$ cat config.mk
export PLATFORM = sky130hd
export DESIGN_NAME = recovery_ctrl_flat
export DESIGN_NICKNAME = d
export VERILOG_FILES = /design/src/rtl/recovery_pkg.sv /design/src/rtl/recovery_ctrl_if.sv /design/src/rtl/recovery_ctrl.sv /design/src/flat_wrapper.sv
export SDC_FILE = /design/constraint.sdc
export NUM_CORES = 1
export LEC_CHECK = 0
export CAP_MARGIN = 40
export CORE_MARGIN = 2
export CORE_UTILIZATION = 35
export CTS_CLUSTER_SIZE = 30
export DETAILED_ROUTE_END_ITERATION = 6
export PLACE_DENSITY = 0.54
export SYNTH_ARGS = -nofsm -noshare
export SYNTH_HDL_FRONTEND = slang
export SYNTH_SLANG_ARGS = --single-unit
export TNS_END_PERCENT = 20
$ cat constraint.sdc
create_clock -name clk_i -period 5.6 [get_ports clk_i]
set_clock_uncertainty 0.15 [all_clocks]
set_input_delay 1.12 -clock clk_i [delete_from_list [all_inputs] [get_ports clk_i]]
set_output_delay 1.12 -clock clk_i [all_outputs]
set_load 0.01 [all_outputs]
$ cat src/rtl/recovery_pkg.sv
// Shared types and error-vector decode helpers for the lockstep recovery controller.
package recovery_pkg;

  typedef enum logic [2:0] {
    S_IDLE,
    S_HALT_REQ,
    S_SHIFT,
    S_COPY,
    S_RESUME,
    S_FAIL
  } state_t;

  localparam int MAX_CORES = 32;

  function automatic int core_width(input int n);
    return (n > 1) ? $clog2(n) : 1;
  endfunction

  function automatic int popcount(input logic [MAX_CORES-1:0] v);
    int c;
    c = 0;
    for (int i = 0; i < MAX_CORES; i++) begin
      if (v[i]) c++;
    end
    return c;
  endfunction

  // Lowest set bit wins; returns 0 for an all-zero vector.
  function automatic int lowest_set(input logic [MAX_CORES-1:0] v);
    int idx;
    idx = 0;
    for (int i = MAX_CORES - 1; i >= 0; i--) begin
      if (v[i]) idx = i;
    end
    return idx;
  endfunction

endpackage

$ cat src/rtl/recovery_ctrl_if.sv
// Voter/core-side signal bundle of the recovery controller.
// master = controller, slave = lockstep cores and voter.
interface recovery_ctrl_if
  import recovery_pkg::*;
#(
  parameter int ADDR_WIDTH = 5,
  parameter int NUM_CORES  = 3,
  parameter int MAX_RETRY  = 3
);
  localparam int CORE_W  = core_width(NUM_CORES);
  localparam int RETRY_W = $clog2(MAX_RETRY + 1);

  logic [NUM_CORES-1:0]  error_i;
  logic                  halted_i;
  logic                  halt_o;
  logic                  shift_o;
  logic                  replay_we_o;
  logic [ADDR_WIDTH-1:0] replay_addr_o;
  logic                  resume_o;
  logic [CORE_W-1:0]     faulty_core_o;
  logic                  busy_o;
  logic                  fail_o;
  logic [RETRY_W-1:0]    retry_cnt_o;

  modport master (
    input  error_i, halted_i,
    output halt_o, shift_o, replay_we_o, replay_addr_o, resume_o,
           faulty_core_o, busy_o, fail_o, retry_cnt_o
  );

  modport slave (
    output error_i, halted_i,
    input  halt_o, shift_o, replay_we_o, replay_addr_o, resume_o,
           faulty_core_o, busy_o, fail_o, retry_cnt_o
  );
endinterface

$ cat src/rtl/recovery_ctrl.sv
// Lockstep recovery sequencer: halt, state shift, GPR replay copy, resume; all outputs registered.
// resume_o follows the first sampled halted_i by NUM_REG+2 cycles; halt ack is bounded by HALT_TIMEOUT.
module recovery_ctrl
  import recovery_pkg::*;
#(
  parameter int ADDR_WIDTH   = 5,
  parameter int NUM_CORES    = 3,
  parameter int MAX_RETRY    = 3,
  parameter int HALT_TIMEOUT = 16
) (
  input  logic            clk_i,
  input  logic            rst_i,
  recovery_ctrl_if.master bus
);

  localparam int NUM_REG = 2 ** ADDR_WIDTH;
  localparam int CORE_W  = core_width(NUM_CORES);
  localparam int RETRY_W = $clog2(MAX_RETRY + 1);
  localparam int TMO_W   = $clog2(HALT_TIMEOUT + 1);

  localparam logic [ADDR_WIDTH-1:0] LAST_ADDR = ADDR_WIDTH'(NUM_REG - 1);
  localparam logic [RETRY_W-1:0]    RETRY_MAX = RETRY_W'(MAX_RETRY);
  localparam logic [TMO_W-1:0]      TMO_LAST  = TMO_W'(HALT_TIMEOUT - 1);

  state_t                state;
  logic                  halt_q, shift_q, we_q, resume_q, busy_q, fail_q;
  logic                  pending_q;
  logic [ADDR_WIDTH-1:0] addr_q;
  logic [CORE_W-1:0]     faulty_q, pend_core_q;
  logic [RETRY_W-1:0]    retry_q;
  logic [TMO_W-1:0]      tmo_q;

  logic [MAX_CORES-1:0]  err_vec;
  int                    err_cnt;
  logic [CORE_W-1:0]     err_idx;
  logic                  err_any;

  assign err_vec = MAX_CORES'(bus.error_i);
  assign err_cnt = popcount(err_vec);
  assign err_idx = CORE_W'(lowest_set(err_vec));
  assign err_any = |bus.error_i;

  always_ff @(posedge clk_i) begin
    if (rst_i) begin
      state       <= S_IDLE;
      halt_q      <= 1'b0;
      shift_q     <= 1'b0;
      we_q        <= 1'b0;
      resume_q    <= 1'b0;
      busy_q      <= 1'b0;
      fail_q      <= 1'b0;
      pending_q   <= 1'b0;
      addr_q      <= '0;
      faulty_q    <= '0;
      pend_core_q <= '0;
      retry_q     <= '0;
      tmo_q       <= '0;
    end else begin
      shift_q  <= 1'b0;
      we_q     <= 1'b0;
      resume_q <= 1'b0;

      // Errors during a repair are remembered, not acted on, until RESUME.
      if (busy_q && err_any) begin
        pending_q   <= 1'b1;
        pend_core_q <= err_idx;
      end

      case (state)
        S_IDLE: begin
          if (err_cnt == 1) begin
            state    <= S_HALT_REQ;
            faulty_q <= err_idx;
            halt_q   <= 1'b1;
            busy_q   <= 1'b1;
            tmo_q    <= '0;
          end else if (err_cnt >= 2) begin
            state  <= S_FAIL;
            fail_q <= 1'b1;
            halt_q <= 1'b1;
            busy_q <= 1'b0;
          end
        end

        S_HALT_REQ: begin
          if (bus.halted_i) begin
            state   <= S_SHIFT;
            shift_q <= 1'b1;
          end else if (tmo_q == TMO_LAST) begin
            state  <= S_FAIL;
            fail_q <= 1'b1;
            halt_q <= 1'b1;
            busy_q <= 1'b0;
          end else begin
            tmo_q <= tmo_q + 1'b1;
          end
        end

        S_SHIFT: begin
          state  <= S_COPY;
          we_q   <= 1'b1;
          addr_q <= '0;
        end

        S_COPY: begin
          if (addr_q == LAST_ADDR) begin
            state    <= S_RESUME;
            resume_q <= 1'b1;
            halt_q   <= 1'b0;
          end else begin
            we_q   <= 1'b1;
            addr_q <= addr_q + 1'b1;
          end
        end

        S_RESUME: begin
          if (pending_q || err_any) begin
            pending_q <= 1'b0;
            if (retry_q == RETRY_MAX) begin
              state  <= S_FAIL;
              fail_q <= 1'b1;
              halt_q <= 1'b1;
              busy_q <= 1'b0;
            end else begin
              state    <= S_HALT_REQ;
              retry_q  <= retry_q + 1'b1;
              faulty_q <= err_any ? err_idx : pend_core_q;
              halt_q   <= 1'b1;
              tmo_q    <= '0;
            end
          end else begin
            state   <= S_IDLE;
            retry_q <= '0;
            busy_q  <= 1'b0;
          end
        end

        S_FAIL: begin
          state <= S_FAIL;
        end

        default: begin
          state  <= S_FAIL;
          fail_q <= 1'b1;
          halt_q <= 1'b1;
          busy_q <= 1'b0;
        end
      endcase
    end
  end

  assign bus.halt_o        = halt_q;
  assign bus.shift_o       = shift_q;
  assign bus.replay_we_o   = we_q;
  assign bus.replay_addr_o = addr_q;
  assign bus.resume_o      = resume_q;
  assign bus.faulty_core_o = faulty_q;
  assign bus.busy_o        = busy_q;
  assign bus.fail_o        = fail_q;
  assign bus.retry_cnt_o   = retry_q;

endmodule

$ cat src/flat_wrapper.sv
// flat-port wrapper written by rule: the top's interface ports become plain ports
module recovery_ctrl_flat import recovery_pkg::*;
#(
  parameter int ADDR_WIDTH   = 5,
  parameter int NUM_CORES    = 3,
  parameter int MAX_RETRY    = 3,
  parameter int HALT_TIMEOUT = 16
)
  (clk_i, rst_i, bus_error_i, bus_halted_i, bus_halt_o, bus_shift_o, bus_replay_we_o, bus_replay_addr_o, bus_resume_o, bus_faulty_core_o, bus_busy_o, bus_fail_o, bus_retry_cnt_o);
  recovery_ctrl_if #(.ADDR_WIDTH(ADDR_WIDTH), .NUM_CORES(NUM_CORES), .MAX_RETRY(MAX_RETRY)) bus_i ();
  input  logic clk_i;
  input  logic rst_i;
  input wire logic [$bits(bus_i.error_i)-1:0] bus_error_i;
  input wire logic [$bits(bus_i.halted_i)-1:0] bus_halted_i;
  output wire logic [$bits(bus_i.halt_o)-1:0] bus_halt_o;
  output wire logic [$bits(bus_i.shift_o)-1:0] bus_shift_o;
  output wire logic [$bits(bus_i.replay_we_o)-1:0] bus_replay_we_o;
  output wire logic [$bits(bus_i.replay_addr_o)-1:0] bus_replay_addr_o;
  output wire logic [$bits(bus_i.resume_o)-1:0] bus_resume_o;
  output wire logic [$bits(bus_i.faulty_core_o)-1:0] bus_faulty_core_o;
  output wire logic [$bits(bus_i.busy_o)-1:0] bus_busy_o;
  output wire logic [$bits(bus_i.fail_o)-1:0] bus_fail_o;
  output wire logic [$bits(bus_i.retry_cnt_o)-1:0] bus_retry_cnt_o;
  assign bus_i.error_i = bus_error_i;
  assign bus_i.halted_i = bus_halted_i;
  assign bus_halt_o = bus_i.halt_o;
  assign bus_shift_o = bus_i.shift_o;
  assign bus_replay_we_o = bus_i.replay_we_o;
  assign bus_replay_addr_o = bus_i.replay_addr_o;
  assign bus_resume_o = bus_i.resume_o;
  assign bus_faulty_core_o = bus_i.faulty_core_o;
  assign bus_busy_o = bus_i.busy_o;
  assign bus_fail_o = bus_i.fail_o;
  assign bus_retry_cnt_o = bus_i.retry_cnt_o;
  recovery_ctrl #(.ADDR_WIDTH(ADDR_WIDTH), .NUM_CORES(NUM_CORES), .MAX_RETRY(MAX_RETRY), .HALT_TIMEOUT(HALT_TIMEOUT)) u_core (.clk_i(clk_i), .rst_i(rst_i), .bus(bus_i));
endmodule
After elaboration in Yosys (flattened, before gate mapping)
Index checks and enable logic that the tools add are counted.
W data, S select, Z words.
Storage, ports and cells
  register bits: 26
  latch bits: 0
  bits in writable memories: 0
  ROM bits: 0
  bits of input ports: 6
  output and inout bits: 15
  logic and storage cells: 120
  memories kept: 0
Operators by class
  add/subtract/negate cells: 5
  multiply operators: 0
  divide/modulo/power cells: 0
  order comparisons: 1
  eq/ne operators: 24
  shifts and indexed selects: 0
  mux-type cells: 54
  bitwise gates (word level): 4
  reductions and logical operators: 19
Operator list (number)
  $mux W32: 2
  $add A32 B2 Y32 const B: 1
  $eq A32 B2 Y1 const B: 1
  $ge A32 B3 Y1 const B: 1
  $mux W5: 6
  $mux W1: 22
  $mux W3: 7
  $mux W2: 9
  $pmux W3 S5: 1
  $pmux W5 S3: 1
  $ne A2 B1 Y1 const B: 6
  $ne A2 B2 Y1 const B: 6
  $reduce_and A6 Y1: 2
  $add A5 B1 Y5 const B: 2
  $pmux W5 S2: 1
  $pmux W1 S4: 2
  $reduce_and A7 Y1: 1
  $eq A3 B2 Y1 const B: 2
  $eq A3 B3 Y1 const B: 2
  $reduce_or A2 Y1: 3
  $reduce_or A3 Y1: 2
  $eq A5 B4 Y1 const B: 1
  $eq A5 B5 Y1 const B: 1
  $pmux W1 S5: 1
  other kinds (19): 24

Depth between registers and ports, before layout
  word-level depth: 9
  mapped depth: 8

Worst setup path after synthesis
OpenSTA, ideal clock, no wires.
  kind: in2reg
  start point: in bus_error_i[0]
  end point: reg u_core.faulty_q[1] (netlist: u_core.bus.faulty_core_o[1])
  setup time: 0.123 ns
  data arrival time: 2.469 ns
  data required time: 5.327 ns
  path slack: 2.858 ns
  stages: 5
  path buffers: 0
  path through: fa_1 inv_1 a2111oi_4 o21ai_2 mux2_1
On the way
  cells in the longest elaborated chain, start to end: 8
  elaborated cells on any way between the ends: 17
  those cells by class: add/sub (2); eq/ne (3); mux (9); reduce/logical (3)
RTL lines
  start: declaration: RTL line flat_wrapper.sv:13  | input wire logic [$bits(bus_i.error_i)-1:0] bus_error_i;
  $mux W1: RTL line recovery_pkg.sv:23  | if (v[i]) c++;
  $add A1 B1 Y2: RTL line recovery_pkg.sv:23
  $mux W32: RTL line recovery_pkg.sv:23
  $add A32 B2 Y32: RTL line recovery_pkg.sv:23
  $mux W32: RTL line recovery_pkg.sv:23
  $eq A32 B2 Y1: RTL line recovery_ctrl.sv:71  | if (err_cnt == 1) begin
  $ne A2 B1 Y1 (no source line)
  $reduce_and A4 Y1 (no source line)
  end signal: assignment: RTL line recovery_ctrl.sv:73  | faulty_q <= err_idx;
  end signal: assignment: RTL line recovery_ctrl.sv:127  | faulty_q <= err_any ? err_idx : pend_core_q;
  end: declaration: RTL line recovery_ctrl.sv:29  | logic [CORE_W-1:0] faulty_q, pend_core_q;
Several ways; a longest one is shown, not always the timed one. The select of a mux whose other input is x is not followed.
A chain may end at the register's enable or synchronous reset.

Final worst setup path
  start point: in bus_error_i[2]
  end point: reg u_core.busy_q (netlist: u_core.bus.busy_o)
On the way
  cells in the longest elaborated chain, start to end: 4
  elaborated cells on any way between the ends: 11
  those cells by class: order compare (1); eq/ne (3); mux (4); reduce/logical (3)
RTL lines
  $mux W32 / $reduce_or A3 Y1 (equally long branches): RTL line recovery_pkg.sv:23, recovery_ctrl.sv:41
  $ge A32 B3 Y1 (tied with other cells): RTL line recovery_ctrl.sv:77  | end else if (err_cnt >= 2) begin
  $ne A3 B1 Y1 (no source line) (tied with other cells)
  $reduce_and A5 Y1 (no source line) / $pmux W1 S4 (equally long branches)
  end signal: assignment: RTL line recovery_ctrl.sv:75  | busy_q <= 1'b1;
  end signal: assignment: RTL line recovery_ctrl.sv:81  | busy_q <= 1'b0;
  end signal: assignment: RTL line recovery_ctrl.sv:93  | busy_q <= 1'b0;
  end: declaration: RTL line recovery_ctrl.sv:26  | logic halt_q, shift_q, we_q, resume_q, busy_q, fail_q;
Several ways; a longest one is shown, not always the timed one.

==> impl_metrics.env <==
export IMPL_remaining_drc_errors=0
export IMPL_die_h_um=70.61
export IMPL_synth_seq_area_share=0.3352
export IMPL_fmax_mhz=315.1
export IMPL_crit_path_max_incr_delay_ns=0.64
export IMPL_startpoint_type="primary input"
export IMPL_async_reset_ff_frac=0
export IMPL_root_buffer="clkbuf_8"
export IMPL_crit_start="bus_error_i[2]"
export IMPL_viasPerCell=5.539
export IMPL_hold_buffers=0
export IMPL_grtUsageMet1=0.2154
export IMPL_postSynthNetCount=187
export IMPL_nets=205
export IMPL_grt_overflow=0
export IMPL_finalCritPeriodShare=0.5667
export IMPL_cts_tree="done"
export IMPL_rows=24
export IMPL_period_minus_slack_ns=3.174
export IMPL_synth_warning_count=0
export IMPL_r2r_start="u_core.tmo_q[0]$_SDFFE_PP0P_"
export IMPL_syn_inst=172
export IMPL_pin_count=21
export IMPL_maxCapViolCount=0
export IMPL_cts_htree_levels=1
export IMPL_multi_input_area_um2=963.4
export IMPL_fin_area_um2=1862
export IMPL_cts_sinks=26
export IMPL_vias=1335
export IMPL_drive_gt1_frac=0.1111
export IMPL_grt_use_met2=0.2379
export IMPL_grt_pass1_wl_mm=6.210
export IMPL_rrSetupSlack_ns=3.36
export IMPL_ys_flop_type="dfxtp_1"
export IMPL_dr_first_iter_drc_count=48
export IMPL_n_fill_cell=421
export IMPL_die_area_um2=4985
export IMPL_synth_edf_count=0
export IMPL_r2r_cells=7
export IMPL_path_clk_slew_ns=0.09
export IMPL_grt_max_degree=20
export IMPL_numPortBuffers=20
export IMPL_dp_hpwl_mm=2.594
export IMPL_status="completed"
export IMPL_grt_busiest_layer="met2"
export IMPL_place_area_um2=1790
export IMPL_postCtsResizedCells=0
export IMPL_wl_per_cell_um=14.93
export IMPL_register_area_um2=520.5
export IMPL_cp_num_cells=6
export IMPL_rsz0062_at_grt="false"
export IMPL_synth_seq_cells=26
export IMPL_diodes=0
export IMPL_cp_num_buf_inv=2
export IMPL_synthToLayoutAreaGrowth_pct=19.90
export IMPL_place_inst=237
export IMPL_hold_violations=0
export IMPL_grt_use_met3=0.02422
export IMPL_worstSetupPathType="primary input to flip-flop"
export IMPL_path_max_fanout=8
export IMPL_slew_violations=0
export IMPL_rr_endpoint="u_core.tmo_q[3]$_SDFFE_PP0P_"
export IMPL_clk_latency_ns=0.28
export IMPL_gp_congestion=0.8693
export IMPL_drt_wl_total_mm=3.599
export IMPL_setup_viol=0
export IMPL_endpoint="u_core.bus.busy_o$_SDFFE_PP0P_"
export IMPL_relSlewSlack=0.5718
export IMPL_peakVddDrop_mv=0.1184
export IMPL_fin_setup_tns_ns=0
export IMPL_crit_path_end_kind="flip-flop"
export IMPL_postSynthAreaPerCell_um2=9.028
export IMPL_syn_area_um2=1553
export IMPL_arrival_ns=3.22
export IMPL_tightestPinTransition_ns=0.6414
export IMPL_grt_antenna_before_repair=0
export IMPL_core_area_um2=4324
export IMPL_final_cells=241
export IMPL_path_delay_family="buffers and inverters"
export IMPL_crit_slowest_cell="clkdlybuf4s50_1"
export IMPL_dr_pass1_iters=4
export IMPL_ant_nets=0
export IMPL_synth_distinct_cells=56
export IMPL_start_util=0.3591
export IMPL_grt_pass1_vias=1312
export IMPL_path_cells="clkdlybuf4s50_1 -> fa_1 -> inv_1 -> a211oi_2 -> or3_1 -> a311oi_2"
export IMPL_ctsLongestPathBuffers=2
export IMPL_holdCritPathClass="flip-flop to flip-flop"
export IMPL_dieWidth_um=70.61
export IMPL_post_cts_buffers=0
export IMPL_cellLeakagePower_nw=0.6642
export IMPL_grt_usage=0.1530
export IMPL_powerDensity_nw_per_um2=273.0
export IMPL_crit_required_ns=5.64
export IMPL_numCtsBuffers=3
-- cell type report --
class,count,area share
clock inverter,1,0.01613
inverter,8,0.01613
tap,52,0.03495
multi-input combinational,130,0.5175
sequential,26,0.2796
timing repair buffer,21,0.1136
clock buffer,3,0.02218
-- cell families after synthesis --
kind of cell | after synthesis | share of synthesized area
AO/OA/AOI/OAI | 48 | 0.2579
XOR/XNOR | 1 | 0.005642
flip-flops | 26 | 0.3352
multiplexers | 4 | 0.02659
buffers and inverters | 16 | 0.04432
adder cells (fa/ha/maj) | 9 | 0.07736
AND/OR/NAND/NOR | 68 | 0.2530
-- cell usage in the layout (no fill, tap or decap), types with 3 or more instances in the layout --
cell type | Yosys | final
nand3_1 | 3 | 3
nor2_1 | 17 | 17
dfxtp_1 | 26 | 26
clkbuf_8 | 0 | 3
ha_1 | 8 | 8
a21oi_1 | 10 | 10
mux2i_1 | 3 | 3
o21ai_0 | 6 | 6
nor3_1 | 8 | 8
inv_1 | 8 | 8
nand2_1 | 10 | 10
nor2b_1 | 3 | 3
nand2b_1 | 4 | 4
nor3b_1 | 3 | 3
or3_1 | 3 | 3
a211oi_1 | 5 | 5
clkdlybuf4s50_1 | 0 | 20
a31oi_1 | 3 | 3
-- worst min path at each step --
stage	start	end	slack, ns	depth (start not counted)
final	u_core.pend_core_q[0]$_SDFFE_PP0P_	u_core.pend_core_q[0]$_SDFFE_PP0P_	0.31	2
after floorplan	u_core.pend_core_q[0]$_SDFFE_PP0P_	u_core.pend_core_q[0]$_SDFFE_PP0P_	0.29	2
after CTS	u_core.pend_core_q[0]$_SDFFE_PP0P_	u_core.pend_core_q[0]$_SDFFE_PP0P_	0.32	2
after detailed placement	u_core.pend_core_q[0]$_SDFFE_PP0P_	u_core.pend_core_q[0]$_SDFFE_PP0P_	0.31	2
after global placement	u_core.pend_core_q[0]$_SDFFE_PP0P_	u_core.pend_core_q[0]$_SDFFE_PP0P_	0.30	2
after global routing	u_core.pend_core_q[0]$_SDFFE_PP0P_	u_core.pend_core_q[0]$_SDFFE_PP0P_	0.35	2
-- flip-flops by register name, summed over array words and instances, names as in the netlist --
name	cells
u_core.bus.shift_o	1
u_core.state	3
u_core.bus.resume_o	1
u_core.bus.busy_o	1
u_core.bus.replay_we_o	1
u_core.tmo_q	5
u_core.pending_q	1
u_core.bus.fail_o	1
u_core.pend_core_q	2
u_core.bus.retry_cnt_o	2
u_core.bus.replay_addr_o	5
u_core.bus.halt_o	1
u_core.bus.faulty_core_o	2
-- metal layers --
layer	vias up	wire (um)
met3	6	122
met2	39	1661
met1	620	1741
met4	0	73
met5	-	0
li1	670	-
-- tightest hold or removal path: stages, from the launching register on --
cell,delay (ns)
dfxtp_1,0.32
nand2_1,0.05
a21oi_1,0.05
-- cells in the mapped netlist (all sizes together) (2+ instances only) --
cell type,number,share of area
dfxtp,26,0.34
nor2,18,0.045
a21oi,10,0.032
nand2,10,0.024
nor3,9,0.032
ha,8,0.064
inv,8,0.019
a211oi,7,0.040
o21ai,7,0.025
clkbuf,6,0.015
nand2b,5,0.022
nor3b,4,0.023
or3,4,0.019
a311oi,3,0.021
a31oi,3,0.012
mux2i,3,0.019
nand3,3,0.0097
nor2b,3,0.012
a2111oi,2,0.035
a22oi,2,0.0097
and2,2,0.0081
and3,2,0.0081
buf,2,0.010
o21a,2,0.0097
or3b,2,0.011
-- per-stage QoR --
stage	worst slack, ns	hold WS, ns	total power [mW]	util
after global routing	2.350	0.3476	0.5340	0.4306
after detailed placement	2.148	0.3054	0.3530	0.4141
final	2.426	0.3139	0.5082	0.4306
after floorplan	2.858	0.2860	0.3121	-
after global placement	2.217	0.2976	0.3505	0.4115
after CTS	2.432	0.3194	0.5098	0.4306
-- report_power, final --
group | internal, mW | total [mW] | switching [mW]
Combinational | 0.0598 | 0.129 | 0.0695
Clock | 0.0958 | 0.159 | 0.0628
Sequential | 0.198 | 0.220 | 0.0226
Power figures use the tool's default switching activity.
